## src/rtl/glb_token_dispatcher.sv

```systemverilog
// Multi-channel GLB-to-PE token streamer: round-robin reads into per-channel
// token FIFOs, with psum write-back taking priority on the shared GLB port.
module glb_token_dispatcher #(
  parameter int ADDR_WIDTH = 14,
  parameter int DATA_WIDTH = 32,
  parameter int NUM_CH     = 3,
  parameter int LEN_WIDTH  = 16,
  parameter int FIFO_DEPTH = 4
) (
  input  logic                         clk,
  input  logic                         rst,
  input  logic                         PASS_START,
  input  logic [NUM_CH*ADDR_WIDTH-1:0] ch_base,
  input  logic [NUM_CH*LEN_WIDTH-1:0]  ch_len,
  input  logic [ADDR_WIDTH-1:0]        psum_base,
  input  logic [LEN_WIDTH-1:0]         psum_len,
  output logic                         glb_read_ready,
  output logic [ADDR_WIDTH-1:0]        glb_read_addr,
  input  logic                         glb_read_valid,
  input  logic [DATA_WIDTH-1:0]        glb_read_data,
  output logic                         glb_write_ready,
  output logic                         WEB,
  output logic [ADDR_WIDTH-1:0]        glb_write_addr,
  output logic [DATA_WIDTH-1:0]        glb_write_data,
  output logic [NUM_CH*DATA_WIDTH-1:0] tok_data,
  output logic [NUM_CH-1:0]            tok_valid,
  input  logic [NUM_CH-1:0]            tok_ready,
  input  logic [DATA_WIDTH-1:0]        pe_psum_data,
  input  logic                         pe_psum_valid,
  output logic                         pe_psum_ready,
  output logic                         busy,
  output logic                         pass_done
);

  localparam int PW = $clog2(FIFO_DEPTH);
  localparam int OW = PW + 1;
  localparam int CW = (NUM_CH > 1) ? $clog2(NUM_CH) : 1;

  typedef enum logic [1:0] {IDLE, RUN, DRAIN, DONE} state_t;
  state_t state;

  logic [ADDR_WIDTH-1:0] base_r [NUM_CH];
  logic [LEN_WIDTH-1:0]  len_r  [NUM_CH];
  logic [LEN_WIDTH-1:0]  issued [NUM_CH];
  logic [ADDR_WIDTH-1:0] psum_base_r;
  logic [LEN_WIDTH-1:0]  psum_len_r;
  logic [LEN_WIDTH-1:0]  psum_cnt;
  logic [CW-1:0]         rr_ptr;
  logic [CW-1:0]         rd_ch;
  logic [CW-1:0]         grant;
  logic                  rd_pend;

  logic [DATA_WIDTH-1:0] mem  [NUM_CH][FIFO_DEPTH];
  logic [PW-1:0]         wptr [NUM_CH];
  logic [PW-1:0]         rptr [NUM_CH];
  logic [OW-1:0]         occ  [NUM_CH];

  logic [NUM_CH-1:0] elig;
  logic [NUM_CH-1:0] push;
  logic [NUM_CH-1:0] pop;
  logic              rd_fail;
  logic              rd_push;
  logic              found;
  logic              read_req;
  logic              write_fire;
  logic              all_issued;
  logic              fifos_empty;
  logic              inflight;
  int unsigned       idx;

  always_comb begin
    rd_fail       = rd_pend && !glb_read_valid;
    rd_push       = rd_pend && glb_read_valid;
    pe_psum_ready = (state == RUN || state == DRAIN) && (psum_cnt < psum_len_r);
    write_fire    = pe_psum_ready && pe_psum_valid;
    all_issued    = 1'b1;
    fifos_empty   = 1'b1;
    elig          = '0;
    push          = '0;
    pop           = '0;
    tok_valid     = '0;
    tok_data      = '0;
    inflight      = 1'b0;
    for (int unsigned c = 0; c < NUM_CH; c++) begin
      inflight     = rd_pend && (rd_ch == CW'(c));
      // A channel whose read just failed sits out one cycle so the retry
      // re-reads the rolled-back address rather than skipping past it.
      elig[c]      = (state == RUN) && (issued[c] < len_r[c]) &&
                     ((occ[c] + OW'(inflight)) < OW'(FIFO_DEPTH)) &&
                     !(rd_fail && rd_ch == CW'(c));
      push[c]      = rd_push && (rd_ch == CW'(c));
      tok_valid[c] = (occ[c] != '0);
      pop[c]       = tok_valid[c] && tok_ready[c];
      if (tok_valid[c]) tok_data[c*DATA_WIDTH +: DATA_WIDTH] = mem[c][rptr[c]];
      if (issued[c] != len_r[c]) all_issued = 1'b0;
      if (occ[c] != '0) fifos_empty = 1'b0;
    end

    found = 1'b0;
    grant = '0;
    idx   = 0;
    for (int unsigned i = 0; i < NUM_CH; i++) begin
      idx = int'(rr_ptr) + i;
      if (idx >= NUM_CH) idx = idx - NUM_CH;
      if (!found && elig[CW'(idx)]) begin
        found = 1'b1;
        grant = CW'(idx);
      end
    end
    read_req = found && !write_fire;

    glb_read_ready  = read_req;
    glb_read_addr   = read_req ? base_r[grant] + ADDR_WIDTH'(issued[grant]) : '0;
    glb_write_ready = write_fire;
    WEB             = !write_fire;
    glb_write_addr  = write_fire ? psum_base_r + ADDR_WIDTH'(psum_cnt) : '0;
    glb_write_data  = write_fire ? pe_psum_data : '0;
  end

  always_ff @(posedge clk) begin
    for (int unsigned c = 0; c < NUM_CH; c++)
      if (push[c]) mem[c][wptr[c]] <= glb_read_data;
  end

  always_ff @(posedge clk or posedge rst) begin
    if (rst) begin
      state       <= IDLE;
      busy        <= 1'b0;
      pass_done   <= 1'b0;
      psum_base_r <= '0;
      psum_len_r  <= '0;
      psum_cnt    <= '0;
      rr_ptr      <= '0;
      rd_ch       <= '0;
      rd_pend     <= 1'b0;
      for (int unsigned c = 0; c < NUM_CH; c++) begin
        base_r[c] <= '0;
        len_r[c]  <= '0;
        issued[c] <= '0;
        wptr[c]   <= '0;
        rptr[c]   <= '0;
        occ[c]    <= '0;
      end
    end else begin
      pass_done <= 1'b0;
      rd_pend   <= read_req;
      if (read_req) begin
        rd_ch  <= grant;
        rr_ptr <= (int'(grant) == NUM_CH - 1) ? '0 : grant + CW'(1);
      end
      if (write_fire) psum_cnt <= psum_cnt + LEN_WIDTH'(1);

      for (int unsigned c = 0; c < NUM_CH; c++) begin
        if (read_req && grant == CW'(c)) issued[c] <= issued[c] + LEN_WIDTH'(1);
        else if (rd_fail && rd_ch == CW'(c)) issued[c] <= issued[c] - LEN_WIDTH'(1);
        if (push[c]) wptr[c] <= wptr[c] + PW'(1);
        if (pop[c])  rptr[c] <= rptr[c] + PW'(1);
        occ[c] <= occ[c] + OW'(push[c]) - OW'(pop[c]);
      end

      case (state)
        IDLE: if (PASS_START) begin
          state       <= RUN;
          busy        <= 1'b1;
          psum_base_r <= psum_base;
          psum_len_r  <= psum_len;
          psum_cnt    <= '0;
          rr_ptr      <= '0;
          for (int unsigned c = 0; c < NUM_CH; c++) begin
            base_r[c] <= ch_base[c*ADDR_WIDTH +: ADDR_WIDTH];
            len_r[c]  <= ch_len[c*LEN_WIDTH +: LEN_WIDTH];
            issued[c] <= '0;
          end
        end
        RUN: if (all_issued && (!rd_pend || glb_read_valid)) state <= DRAIN;
        DRAIN: if (fifos_empty && !rd_pend && psum_cnt == psum_len_r) begin
          state     <= DONE;
          pass_done <= 1'b1;
        end
        DONE: begin
          state <= IDLE;
          busy  <= 1'b0;
        end
        default: state <= IDLE;
      endcase
    end
  end

endmodule

```

## config.mk

```make
export PLATFORM = sky130hd
export DESIGN_NAME = glb_token_dispatcher
export DESIGN_NICKNAME = d
export VERILOG_FILES = /design/src/rtl/glb_token_dispatcher.sv
export SDC_FILE = /design/constraint.sdc
export NUM_CORES = 1
export LEC_CHECK = 0
export CAP_MARGIN = 20
export CORE_MARGIN = 4
export CORE_UTILIZATION = 30
export DETAILED_ROUTE_END_ITERATION = 10
export GPL_ROUTABILITY_DRIVEN = 1
export PLACE_DENSITY_LB_ADDON = 0.3
export SLEW_MARGIN = 10
export SYNTH_ARGS = -nofsm -noshare
export SYNTH_HDL_FRONTEND = slang
export SYNTH_SLANG_ARGS = --single-unit
```

## constraint.sdc

```tcl
create_clock -name clk -period 10.8 [get_ports clk]
set_clock_uncertainty 0.15 [all_clocks]
set_input_delay 1.62 -clock clk [delete_from_list [all_inputs] [get_ports clk]]
set_output_delay 1.62 -clock clk [all_outputs]
set_load 0.01 [all_outputs]
```

==> impl.org <==
** Min path
- The path with the worst hold slack has its endpoint at base_r[11].
- HP Start :: base_r[11]
- Hold Crit Depth :: 2
- The tightest min-delay check is of the reg2reg type.

** Placed design
- DPL Wire Length :: about 59 mm
- Buffers on Ports :: 356
- Last weighted congestion value of the routability-driven placer :: just under 0.9

** Routing
- The count of nets left with antenna violations once routing finished came out at 0.
- After detailed routing, the average wire length per cell comes to 21.9 µm.
- For this block, the initial DRC count from the detailed router was between 1000 and 1500.
- In the routed layout, each cell is associated on average with a via count of 4.83.
- DR DRC count :: 0
- Total number of vias :: 18610
- Drt first pass iters :: 6
- DRT Wirelength :: roughly 84 mm

** Layout
- Relative area change from synthesis to final layout :: 25.9%
- Of the cells placed in the final design, the portion with a size suffix greater than 1 is 0.0955.
- At the end of the flow, the number of nets in the layout was 2874.
- The library cell used most frequently in the layout, excluding fill and tap cells, is edfxtp_1.
- Filler Cell Count :: between 8000 and 9000
- Most frequent cells in the layout :: edfxtp_1, nand2_1, clkdlybuf4s50_1

** Yosys
- Count of flip-flops with a built-in enable after synthesis :: about 380
- In this run, synthesis produced a sequential element count of around 600.
- Each instance of the synthesized netlist takes up on average ~13 µm².
- Net count after synthesis :: about 2500
- For this run, the leading register cell type out of synthesis is edfxtp_1.
- Post-Syn Instances :: around 2200
- Async set-or-reset flop fraction in the synthesized netlist :: 0.358
- Synth Warn # :: 0
- The share of the Yosys chip area taken by registers is 0.603.
- In this run, distinct cell masters in the synthesized netlist total 67.
- Summed instance area of the synthesized netlist :: 28000 µm²

** Power and ir drop
- The analysis attributes to net switching a power of about 1400 µW.
- Share of power burned in the clock network :: 0.421
- The share of total power dissipated in combinational logic is 0.129.
- Of the total power, registers draw 0.451.
- Peak supply drop :: around 130 µV
- Internal power :: roughly 4300 µW
- Of the total power, the share spent switching nets is 0.241.
- Overall power consumption after layout is estimated at 5620 µW.
- Power per cell area :: approximately 160 nW/µm²
- Summed over all cells, the static leakage comes to approximately 0.014 µW.

** CTS
- Clock slew at the register clock pins of the worst setup and hold paths :: about 60 ps
- At the later pin of the worst-skew pair, clock insertion delay measures 620 ps.
- The longest clock path from root to sink contains 3 buffers.
- Number of instances resized during post-cts repair :: 0
- H-tree depth reported by CTS :: 3
- Clock tree synthesis inserted a total of 69 buffers.
- In this run, post-CTS hold repair placed 0 buffers.
- CTS saw 598 sinks.
- Root buffer cell :: clkbuf_16
- Clock tree from TritonCTS :: yes
- Setup fix buffers added after clock tree synthesis :: 0

** Timing
- Setup violations remaining at the end of the flow were counted as 0.
- Of the available clock period, the critical path in the final layout requires 0.893.
- Slew margin rel. :: 0.258
- Accumulated negative setup slack :: 0 ps
- The count of final max-slew check failures was 0.
- Highest clock rate :: 104 MHz
- Counting I/O delays and the setup requirement, the final critical path takes slightly below 10000 ps.
- The count of endpoints failing hold in the final timing report was 0.
- RSZ-0062 raised after global routing :: no
- Worst slew pin tran :: approximately 1100 ps

** Setup path
- The critical path is of the in2out type.
- In this run the worst path has a maximum fanout of 29.
- Arrival time of data at the critical path endpoint :: around 7900 ps
- The worst setup path is captured at an output pin.
- At the worst endpoint, the required time is around 9000 ps.
- For flop-to-flop paths, the worst setup slack is between 6000 and 7000 ps.
- Category of the worst setup path launch point :: primary input
- For the worst flop-to-flop path, the logic depth is 12.
- Reg2Reg Capture Point :: issued[13]
- Startpoint of the worst register-to-register path :: issued[29]

** Global route
- Total overflow reported by the global router :: 0
- Gr usage total :: 0.168
- The via count of the first global-routing pass was a little under 20000.
- The initial antenna violation count came to 7.
- First-pass GRT wire length :: ~130 mm
- Entering global routing, the biggest net connects between 90 and 100 pins.

** Run status
- Run status :: finished, final reports clean

** Floorplanning
- After floorplanning, the core was divided into 111 placement rows.
- Overall die width :: around 310 µm
- The floorplan step defined a die boundary enclosing roughly 98000 µm².
- For this design the top-level I/O count stands at ~360.
- Initial Utilization :: 0.304
- Measured along the y axis, the die boundary spans approximately 310 µm.
- The floorplan step defined a core boundary enclosing 92100 µm².

** Run
- Max-cap violations in this run came to 0.
[per-stage QoR]
step	utilization	std cells	area, µm²	setup WS [ps]	hold WS, ps
6_report	0.383	3853	35200	1160	332
5_1_grt	0.383	3852	35200	792	362
4_1_cts	0.383	3851	35200	1200	332
3_5_place_dp	0.358	3728	32900	1240	317
3_3_place_gp	0.357	3727	32900	1280	316
2_1_floorplan	-	2211	28000	3000	295
[power by group through the flow]
stage          Clock [µW]  Sequential [µW]  Combinational [µW]
2_1_floorplan           0             2540                 379
3_3_place_gp            0             2580                 733
3_5_place_dp            0             2580                 737
4_1_cts              2430             2540                 743
5_1_grt              2530             2540                 786
6_report             2360             2530                 723
[synthesized netlist by cell type (3+ instances only)]
cell | count | share of area
nor3_1 | 32 | 0.0057
mux4_2 | 96 | 0.077
o41ai_1 | 3 | 0.00094
and2_1 | 156 | 0.035
mux2i_1 | 47 | 0.017
o31a_1 | 3 | 0.00094
nand3_1 | 20 | 0.0036
xor2_1 | 42 | 0.013
nand4_1 | 21 | 0.0047
a32oi_1 | 5 | 0.0016
or3_1 | 13 | 0.0029
a22oi_1 | 5 | 0.0013
o32ai_1 | 3 | 0.00094
nand2b_1 | 26 | 0.0058
o21a_1 | 3 | 0.00080
fa_1 | 5 | 0.0036
or4_1 | 8 | 0.0021
and4_1 | 3 | 0.00094
o21bai_1 | 4 | 0.0011
clkbuf_1 | 80 | 0.011
or2_2 | 4 | 0.00089
a21o_1 | 12 | 0.0032
ha_1 | 121 | 0.054
edfxtp_1 | 384 | 0.41
buf_2 | 7 | 0.0013
buf_1 | 12 | 0.0016
nand2_1 | 358 | 0.048
nor2_1 | 104 | 0.014
a41oi_1 | 8 | 0.0025
a31oi_1 | 15 | 0.0034
inv_1 | 117 | 0.016
dfrtp_1 | 214 | 0.19
nor2b_1 | 7 | 0.0016
nor4_1 | 13 | 0.0029
xnor2_1 | 33 | 0.010
a21oi_1 | 57 | 0.010
and3_1 | 20 | 0.0045
o21ai_0 | 112 | 0.020
[area by class of cell]
type,count,area [µm²],area share
Inverter,118,450,0.0128
Multi-Input combinational cell,1394,10300,0.292
Antenna cell,2,5.00,0.000142
Clock buffer,95,1900,0.0540
Sequential cell,598,16900,0.479
Timing Repair Buffer,375,3730,0.106
Clock inverter,28,414,0.0118
Tap cell,1243,1560,0.0441
[critical path, stage by stage]
cell and delay [ps]:
clkdlybuf4s50_1 520, nand2b_1 260, nor2_1 160, a2111oi_0 420, o2111ai_1 320, or3_1 490, a211oi_4 420, buf_4 360
nand2_1 120, o21ai_0 110, ha_1 260, a21o_1 190, a21oi_1 220, o21ai_0 120, and2_1 190, nor3_1 230
o31ai_1 160, o41ai_1 480, o21ai_0 220, or2_2 300, mux2i_1 130, clkdlybuf4s50_1 560
[layer usage]
layer,share of wire,up-vias,track usage
met2,0.49,493,0.289
met4,0.019,4,0.0397
li1,-,8596,-
met3,0.060,110,0.0369
met1,0.43,9407,0.218
met5,0.00031,-,0
[cells by family (layout without fill, tap and decap cells)]
| family | Yosys count | in the layout | synth area share |
|---|---|---|---|
| fa+ha+maj | 126 | 126 | 0.0577 |
| mux | 143 | 143 | 0.0941 |
| buf+inv | 219 | 616 | 0.0301 |
| flops | 598 | 598 | 0.603 |
| simple gates | 793 | 793 | 0.136 |
| other cells | 0 | 2 | 0 |
| xor+xnor | 75 | 75 | 0.0235 |
| compound gates | 257 | 257 | 0.0551 |
[state kept, by name (all words and copies together) (netlist names)]
register and count:
rd_ch 2, rd_pend 1, psum_cnt 16, occ 9
base_r 42, mem 384, rr_ptr 2, rptr 6
busy 1, len_r 48, wptr 6, state 2
issued 48, psum_base_r 14, psum_len_r 16, pass_done 1
[worst max path at each step]
| stage | to | slack, ps | depth (start not counted) | startpoint |
|---|---|---|---|---|
| 3_3_place_gp | glb_read_addr[13] | 1280 | 21 | glb_read_valid |
| 6_report | glb_read_addr[13] | 1160 | 22 | glb_read_valid |
| 2_1_floorplan | glb_read_addr[13] | 3000 | 20 | glb_read_valid |
| 3_5_place_dp | glb_read_addr[13] | 1240 | 22 | glb_read_valid |
| 4_1_cts | glb_read_addr[13] | 1200 | 22 | glb_read_valid |
| 5_1_grt | glb_read_addr[12] | 790 | 22 | glb_read_valid |
Note: power is estimated with default switching activity, not from simulation.
